File: src/rtl/tile_arb_pkg.sv
// rtl/tile_arb_pkg.sv - shared types and sizes for the tile RAM arbiter
package tile_arb_pkg;

    localparam int TILE_ADDR_W = 10;
    localparam int TILE_DATA_W = 8;
    localparam int H_TOTAL_DEF = 800;
    localparam int V_TOTAL_DEF = 525;

    typedef enum logic [2:0] {
        GNT_NONE,
        GNT_INIT,
        GNT_VIDEO,
        GNT_CPU,
        GNT_GL
    } grant_e;

    typedef enum logic {
        ST_RUN,
        ST_INIT
    } arb_state_e;

endpackage

File: src/rtl/video_fetch_addr.sv
// rtl/video_fetch_addr.sv - video slot detect and next-cell prefetch address
module video_fetch_addr
    import tile_arb_pkg::*;
#(
    parameter int         H_TOTAL    = H_TOTAL_DEF,
    parameter int         V_TOTAL    = V_TOTAL_DEF,
    parameter logic [3:0] VIDEO_SLOT = 4'hE
) (
    input  logic [9:0]             hpos,
    input  logic [9:0]             vpos,
    output logic                   slot,
    output logic [TILE_ADDR_W-1:0] addr
);

    logic [4:0] row;
    logic [4:0] col;
    logic [4:0] next_line_row;

    assign slot = (hpos[3:0] == VIDEO_SLOT);

    // The last slot of a line prefetches column 0 of the following line (or frame top).
    always_comb begin
        next_line_row = (vpos == 10'(V_TOTAL - 1)) ? 5'd0 : 5'((vpos + 10'd1) >> 4);
        if (hpos == 10'(H_TOTAL - 2)) begin
            row = next_line_row;
            col = 5'd0;
        end else begin
            row = vpos[8:4];
            col = hpos[8:4] + 5'd1;
        end
    end

    assign addr = {row, col};

endmodule

File: src/rtl/tile_ram_arbiter.sv
// rtl/tile_ram_arbiter.sv - shares the single-port tile RAM between loader, video, CPU and game logic
module tile_ram_arbiter
    import tile_arb_pkg::*;
#(
    parameter int         H_TOTAL    = H_TOTAL_DEF,
    parameter int         V_TOTAL    = V_TOTAL_DEF,
    parameter logic [3:0] VIDEO_SLOT = 4'hE
) (
    input  logic                   clk,
    input  logic                   reset,
    input  logic [9:0]             hpos,
    input  logic [9:0]             vpos,
    input  logic                   init_active,
    input  logic [TILE_ADDR_W-1:0] init_addr,
    input  logic [TILE_DATA_W-1:0] init_wdata,
    input  logic                   init_we,
    output logic [TILE_DATA_W-1:0] video_data,
    input  logic                   cpu_req,
    input  logic                   cpu_we,
    input  logic [TILE_ADDR_W-1:0] cpu_addr,
    input  logic [TILE_DATA_W-1:0] cpu_wdata,
    output logic                   cpu_ack,
    output logic [TILE_DATA_W-1:0] cpu_rdata,
    input  logic                   gl_req,
    input  logic                   gl_we,
    input  logic [TILE_ADDR_W-1:0] gl_addr,
    input  logic [TILE_DATA_W-1:0] gl_wdata,
    output logic                   gl_ack,
    output logic [TILE_DATA_W-1:0] gl_rdata,
    output logic [TILE_ADDR_W-1:0] ram_addr,
    output logic [TILE_DATA_W-1:0] ram_wdata,
    output logic                   ram_we,
    input  logic [TILE_DATA_W-1:0] ram_rdata
);

    grant_e                 grant;
    arb_state_e             state;
    logic                   video_slot;
    logic [TILE_ADDR_W-1:0] video_addr;
    logic                   cpu_elig;
    logic                   gl_elig;
    logic                   rr_gl_next;
    logic                   cpu_rd_pend;
    logic                   gl_rd_pend;
    logic                   video_pend;
    logic [TILE_DATA_W-1:0] cpu_hold;
    logic [TILE_DATA_W-1:0] gl_hold;

    video_fetch_addr #(
        .H_TOTAL    (H_TOTAL),
        .V_TOTAL    (V_TOTAL),
        .VIDEO_SLOT (VIDEO_SLOT)
    ) u_video_fetch_addr (
        .hpos (hpos),
        .vpos (vpos),
        .slot (video_slot),
        .addr (video_addr)
    );

    // A port sitting in its ack cycle is masked so a still-high req is not served twice.
    assign cpu_elig = cpu_req && !cpu_ack;
    assign gl_elig  = gl_req && !gl_ack;

    always_comb begin
        grant = GNT_NONE;
        if (!reset)
            grant = GNT_NONE;
        else if (init_active)
            grant = GNT_INIT;
        else if (video_slot)
            grant = GNT_VIDEO;
        else if (cpu_elig && gl_elig)
            grant = rr_gl_next ? GNT_GL : GNT_CPU;
        else if (cpu_elig)
            grant = GNT_CPU;
        else if (gl_elig)
            grant = GNT_GL;
    end

    always_comb begin
        ram_addr  = '0;
        ram_wdata = '0;
        ram_we    = 1'b0;
        case (grant)
            GNT_INIT: begin
                ram_addr  = init_addr;
                ram_wdata = init_wdata;
                ram_we    = init_we;
            end
            GNT_VIDEO: ram_addr = video_addr;
            GNT_CPU: begin
                ram_addr  = cpu_addr;
                ram_wdata = cpu_wdata;
                ram_we    = cpu_we;
            end
            GNT_GL: begin
                ram_addr  = gl_addr;
                ram_wdata = gl_wdata;
                ram_we    = gl_we;
            end
            default: ;
        endcase
    end

    // Read data arrives from the RAM in the ack cycle; pass it through then, hold it afterwards.
    assign cpu_rdata = cpu_rd_pend ? ram_rdata : cpu_hold;
    assign gl_rdata  = gl_rd_pend ? ram_rdata : gl_hold;

    always_ff @(posedge clk) begin
        if (!reset) begin
            state       <= ST_RUN;
            cpu_ack     <= 1'b0;
            gl_ack      <= 1'b0;
            cpu_rd_pend <= 1'b0;
            gl_rd_pend  <= 1'b0;
            video_pend  <= 1'b0;
            cpu_hold    <= '0;
            gl_hold     <= '0;
            video_data  <= '0;
            rr_gl_next  <= 1'b0;
        end else begin
            cpu_ack     <= (grant == GNT_CPU);
            gl_ack      <= (grant == GNT_GL);
            cpu_rd_pend <= (grant == GNT_CPU) && !cpu_we;
            gl_rd_pend  <= (grant == GNT_GL) && !gl_we;
            video_pend  <= (grant == GNT_VIDEO);

            if (cpu_rd_pend)
                cpu_hold <= ram_rdata;
            if (gl_rd_pend)
                gl_hold <= ram_rdata;

            if (state == ST_INIT || init_active)
                video_data <= '0;
            else if (video_pend)
                video_data <= ram_rdata;

            if (grant == GNT_CPU)
                rr_gl_next <= 1'b1;
            else if (grant == GNT_GL)
                rr_gl_next <= 1'b0;

            case (state)
                ST_RUN:  if (init_active) state <= ST_INIT;
                ST_INIT: if (!init_active && !cpu_ack && !gl_ack) state <= ST_RUN;
                default: state <= ST_RUN;
            endcase
        end
    end

endmodule

File: config.mk
export PLATFORM = sky130hd
export DESIGN_NAME = tile_ram_arbiter
export DESIGN_NICKNAME = d
export VERILOG_FILES = /design/src/rtl/tile_arb_pkg.sv /design/src/rtl/video_fetch_addr.sv /design/src/rtl/tile_ram_arbiter.sv
export SDC_FILE = /design/constraint.sdc
export NUM_CORES = 1
export LEC_CHECK = 0
export ABC_CLOCK_PERIOD_IN_PS = 3000
export BUFFER_PORTS_ARGS = -buffer_cell sky130_fd_sc_hd__buf_2
export CORE_MARGIN = 2
export CORE_UTILIZATION = 44
export DETAILED_ROUTE_END_ITERATION = 12
export PLACE_DENSITY = 0.86
export SYNTH_ARGS = -nofsm -noshare
export SYNTH_HDL_FRONTEND = slang
export SYNTH_SLANG_ARGS = --single-unit
export TNS_END_PERCENT = 100
File: constraint.sdc
create_clock -name clk -period 3 [get_ports clk]
set_input_delay 0.3 -clock clk [delete_from_list [all_inputs] [get_ports clk]]
set_output_delay 0.3 -clock clk [all_outputs]
set_load 0.05 [all_outputs]
# == Yosys cells after proc, flatten, opt, wreduce, memory -nomap -nowiden ==
# Index checks and enable logic that the tools add are counted.
# classes
addsub,2
multipliers,0
div,0
order_cmp,0
eq_ne,7
shifts,0
mux,20
bitwise_logic,2
n_reduce_logical,15
# ops
cell,n
$pmux W10 S4,1
$pmux W8 S3,1
$mux W3,7
$eq A10 B10 Y1 const B,2
$mux W8,2
$mux W5,3
$add A9 B1 Y9 const B,1
$logic_and A1 B1 Y1,7
$eq A3 B2 Y1 const B,2
$add A5 B1 Y5 const B,1
$logic_not A1 Y1,5
$eq A4 B4 Y1 const B,1
$mux W1,4
$eq A3 B1 Y1 const B,1
$eq A3 B3 Y1 const B,1
$pmux W1 S3,1
$not A1 Y1,2
$pmux W1 S2,1
$reduce_bool A2 Y1,1
$reduce_or A2 Y1,1
$logic_or A1 B1 Y1,1
# totals
register_bits,31
latchBits,0
ramBits,0
romBits,0
out_inout_bits,45
wordCells,56
n_memories,0

# == Depth between registers and ports, before layout ==
# logic_depth
ltp_word,11
ltp_mapped,7
ltp_nobuf,7

# == Hierarchy ==
# From an unflattened synthesis, not the netlist that was laid out.
# unflattened
hier_cells,243
area_unflattened_um2,2135.8
# by_module_without_submodules
mod,n_inst,cells_each,area_each_um2
tile_ram_arbiter,1,214,1876.8
video_fetch_addr,1,29,259.0

# == Worst setup path after synthesis ==
# Ideal clock, no wire load.
# synth_timing
path_kind,flip-flop to output port
startpoint,register gl_ack
endpoint,output ram_addr[0]
arrival_ns,1.996
required_time_ns,2.700
path_slack_ns,0.704
path_stages_with_launch,5
path_buffers,0
path_cell_list,dfxtp_1 > nor2b_1 > a21oi_2 > a22oi_1 > o221ai_1
# synth_via
elab_chain_len,10
word_cells_on_any_way,14
cone_classes,eq/ne (4); mux (7); reduce/logical (3)
# synth_rtl
item,line,text
"start, declared",tile_ram_arbiter.sv:28,"output logic gl_ack,"
"start signal, assigned",tile_ram_arbiter.sv:123,gl_ack <= (grant == GNT_GL);
$logic_not A1 Y1 (*),tile_ram_arbiter.sv:62,assign gl_elig = gl_req && !gl_ack;
$logic_and A1 B1 Y1 (*),tile_ram_arbiter.sv:62,
$mux W3,tile_ram_arbiter.sv:76,else if (gl_elig)
$mux W3,tile_ram_arbiter.sv:74,else if (cpu_elig)
$mux W3 (*),tile_ram_arbiter.sv:72,else if (cpu_elig && gl_elig)
$mux W3 (*),tile_ram_arbiter.sv:70,else if (video_slot)
$mux W3 (*),tile_ram_arbiter.sv:68,else if (init_active)
$mux W3 (*),tile_ram_arbiter.sv:66,if (!reset)
$eq A3 B3 Y1 (tied with other cells),tile_ram_arbiter.sv:84,case (grant)
$pmux W10 S4 (*),tile_ram_arbiter.sv:84,
"end, declared",tile_ram_arbiter.sv:30,"output logic [TILE_ADDR_W-1:0] ram_addr,"
# Every way passes the cells marked *; elsewhere a longest branch is shown, timed or not.

# == Worst setup path in the final report ==
# layout_timing
startpoint,register cpu_ack
endpoint,output ram_addr[9]
# layout_via
elab_chain_len,9
word_cells_on_any_way,13
cone_classes,eq/ne (4); mux (6); reduce/logical (3)
# layout_rtl
item,line,text
"start, declared",tile_ram_arbiter.sv:22,"output logic cpu_ack,"
"start signal, assigned",tile_ram_arbiter.sv:122,cpu_ack <= (grant == GNT_CPU);
$logic_not A1 Y1 (*),tile_ram_arbiter.sv:61,assign cpu_elig = cpu_req && !cpu_ack;
$logic_and A1 B1 Y1 (*),tile_ram_arbiter.sv:61,
$mux W3 or $logic_and A1 B1 Y1 (tied branches),"tile_ram_arbiter.sv:74, tile_ram_arbiter.sv:72",
$mux W3 (*),tile_ram_arbiter.sv:72,
$mux W3 (*),tile_ram_arbiter.sv:70,
$mux W3 (*),tile_ram_arbiter.sv:68,
$mux W3 (*),tile_ram_arbiter.sv:66,
$eq A3 B3 Y1 (tied with other cells),tile_ram_arbiter.sv:84,
$pmux W10 S4 (*),tile_ram_arbiter.sv:84,
# Marked as above.

==> results.md <==
* Post-synth top area share at 34.0%
* RSZ-0062 raised after global routing: false
* Peak supply drop at 0.190 mV
* Detailed Routing Iterations Pass 1 at 6
* Clock skew at 0.00497 ns
* Crit-path cells: nand2b_4 -> a21oi_2 -> nor2b_2 -> a222oi_1 -> o21ai_1 -> buf_2
* CP endpoint kind: primary output
* Area of the mapped netlist at 1820 um2
* I/O Buffers at 134
* Crit path max fanout at 15
* Die W at 68.4 um
* Post-route clock period utilization at 84.2%
* Vias per cell at 5.35
* Final slew viol count at 0
* DR iter-0 viols at 105
* Post-Syn Nets at 277
* Starting density of the core at 45.6%
* Core area at 4000 um2
* Largest stage delay on the critical path at 0.57 ns
* Final Hold Viols at 0
* Largest net degree at the start of global routing at 22
* Placement Setup Slack at 0.642 ns
* Worst EP arrival at 2.22 ns
* Area of the die at 4680 um2
* Critical path class: reg2out
* Top post-synthesis cells by area: dfxtp_1 (34%), mux2_2 (9.9%), and2_1 (5.8%), a222oi_1 (5.5%), mux2i_1 (4.4%)
* Number of CTS-inserted buffers at 5
* Sequential-to-total area share from yosys stat at 34.0%
* Max Clk Rate at 0.396 GHz
* Final setup fails at 0
* Num rows at 23
* Hold buffer count at CTS at 0
* Hold Slack at 0.184 ns
* Remaining antenna violation count at 0
* Vias in the first global route at 1,907
* Die Ht at 68.4 um
* Clock Latency Late Sink at 0.28 ns
* Post-DP HPWL at 4.50 mm
* Synthesis-to-layout area growth at 43.9%
* CTS Sinks at 31
* Worst hold path class: in2reg
* Share of post-route cells with drive strength above 1 at 55.5%
* Post-layout min period at 2.52 ns
* Final worst-path setup slack at 0.475 ns
* IO Pins at 135
* Root Buffer: clkbuf_8
* CTS tree: built
* WL/cell at 15.1 um
* Tightest Pin Transition at 0.662 ns
* Max Cap Viol at 0
* Total GRT Usage at 24.0%
* Top delay family on crit path: simple AND/OR/NAND/NOR gates
* Post_cts resized at 0
* Dominant cell type by area after synthesis: dfxtp_1
* Number of synthesized flops with an enable pin at 0
* Distinct cell type count after synthesis at 43
* Worst setup SP type: register
* Clock Pin Slew Worst Setup and Hold Paths at 0.06 ns
* Setup Buffers After CTS at 0
* Slew margin rel. at 55.9%
* Grt ovf at 0
* Max Root-Sink Buffers at 2
* Mapped Avg Cell Area at 9.86 um2
* Main synth FF type: dfxtp_1
* Inserted Diodes at 0
* Final Cell Area at 2630 um2
* Syn Inst Count at 185
* Slowest-stage cell, CP: nor2b_2
* R2R setup slack at 1.40 ns
* Nets at 408
* Synth Register Bits at 31
* Gpl congestion at 0.847
* PwrDens at 433 nW/um2
* Ys async rst share at 0%
* Most frequent cell after synthesis: dfxtp_1
* WP data required at 2.70 ns
* H-tree levels at 2
* Syn. warnings at 0
* Routed vias at 1,963
* Synth top cells by count: dfxtp_1 (31), and2_1 (17), mux2_2 (16), inv_1 (12), nand2_1 (12)
* First-pass GRT wire length at 8.21 mm
* Setup TNS at 0 ns
* Initial antenna violation count at 0
* P_leak at 1.33 nW
* Placed Area at 2510 um2
* Worst Path Buf+Inv at 1
* DRC Markers at 0
* Outcome: complete, no violations
* Final WL at 5.53 mm
-- stage by stage --
stage                     instances  total power [mW]  utilization, %
after floorplan                 185             0.617               -
after detailed placement        359             0.728            62.7
after CTS                       367              1.15            65.6
final                           367              1.14            65.6
after global placement          359             0.723            62.7
after global routing            367              1.19            65.6
-- cells by family after synthesis --
kind of cell    count (synthesis)  synth area share, %
compound gates                 35                 17.0
flops                          31                 34.0
fa+ha+maj                       2                 1.37
simple gates                   63                 24.3
xor+xnor                        8                 3.84
mux                            24                 14.3
buf+inv                        22                 5.21
-- report_power, final --
group          switching, mW  internal, mW
sequential           0.00558         0.419
combinational          0.191         0.104
clock                  0.149         0.268
total                  0.346         0.791
-- cell usage in the layout, fill, tap and decap left out, types with 2 or more instances in the layout --
cell and instances:
nor2b_1 4, dfxtp_1 31, and2_1 17, xnor2_1 6, buf_2 134, nand4b_1 2, xor2_1 2, o21a_1 2
o221ai_1 5, a222oi_1 10, inv_1 12, ha_1 2, a22oi_1 10, nor2_1 9, mux2i_1 8, nand2_1 12
o221ai_2 2, nor3b_2 2, nor4_2 2, clkbuf_8 6, nand3_1 2, mux2_2 16
-- worst paths after layout --
path                                     to        from  depth (start not counted)
worst max register to register   rr_gl_next     cpu_ack                          4
worst min-delay path             gl_rd_pend       gl_we                          2
worst max-delay path            ram_addr[9]     cpu_ack                          6
worst min register to register   rr_gl_next  rr_gl_next                          2
-- registers in the layout, summed over array words and instances (netlist names) --
| signal | flops |
|---|---|
| cpu_ack | 1 |
| gl_ack | 1 |
| gl_hold | 8 |
| cpu_hold | 8 |
| video_pend | 1 |
| gl_rd_pend | 1 |
| cpu_rd_pend | 1 |
| state | 1 |
| rr_gl_next | 1 |
| video_data | 8 |
-- worst reg2reg max path, cell delays in order, from the launching register on --
cell      delay [ns]
dfxtp_1         0.33
nand2b_4        0.14
a21oi_2         0.31
nor2b_2         0.58
o21bai_1        0.18
-- area by class of cell --
class	count	area, um2
fillers	362	1380
multi-input cells	132	1110
repair buffers	134	671
flip-flops and latches	31	621
clock buffers	6	82.6
well taps	50	62.6
inverters	12	45.0
clock inverters	2	35.0
-- layer usage --
layer / global-route usage [%] / part of all wire [%]
met5: 0 / 0
met4: 13.8 / 2.7
met3: 6.41 / 9.0
met2: 42.2 / 51
met1: 25.7 / 37
(Power assumes the default switching activity.)
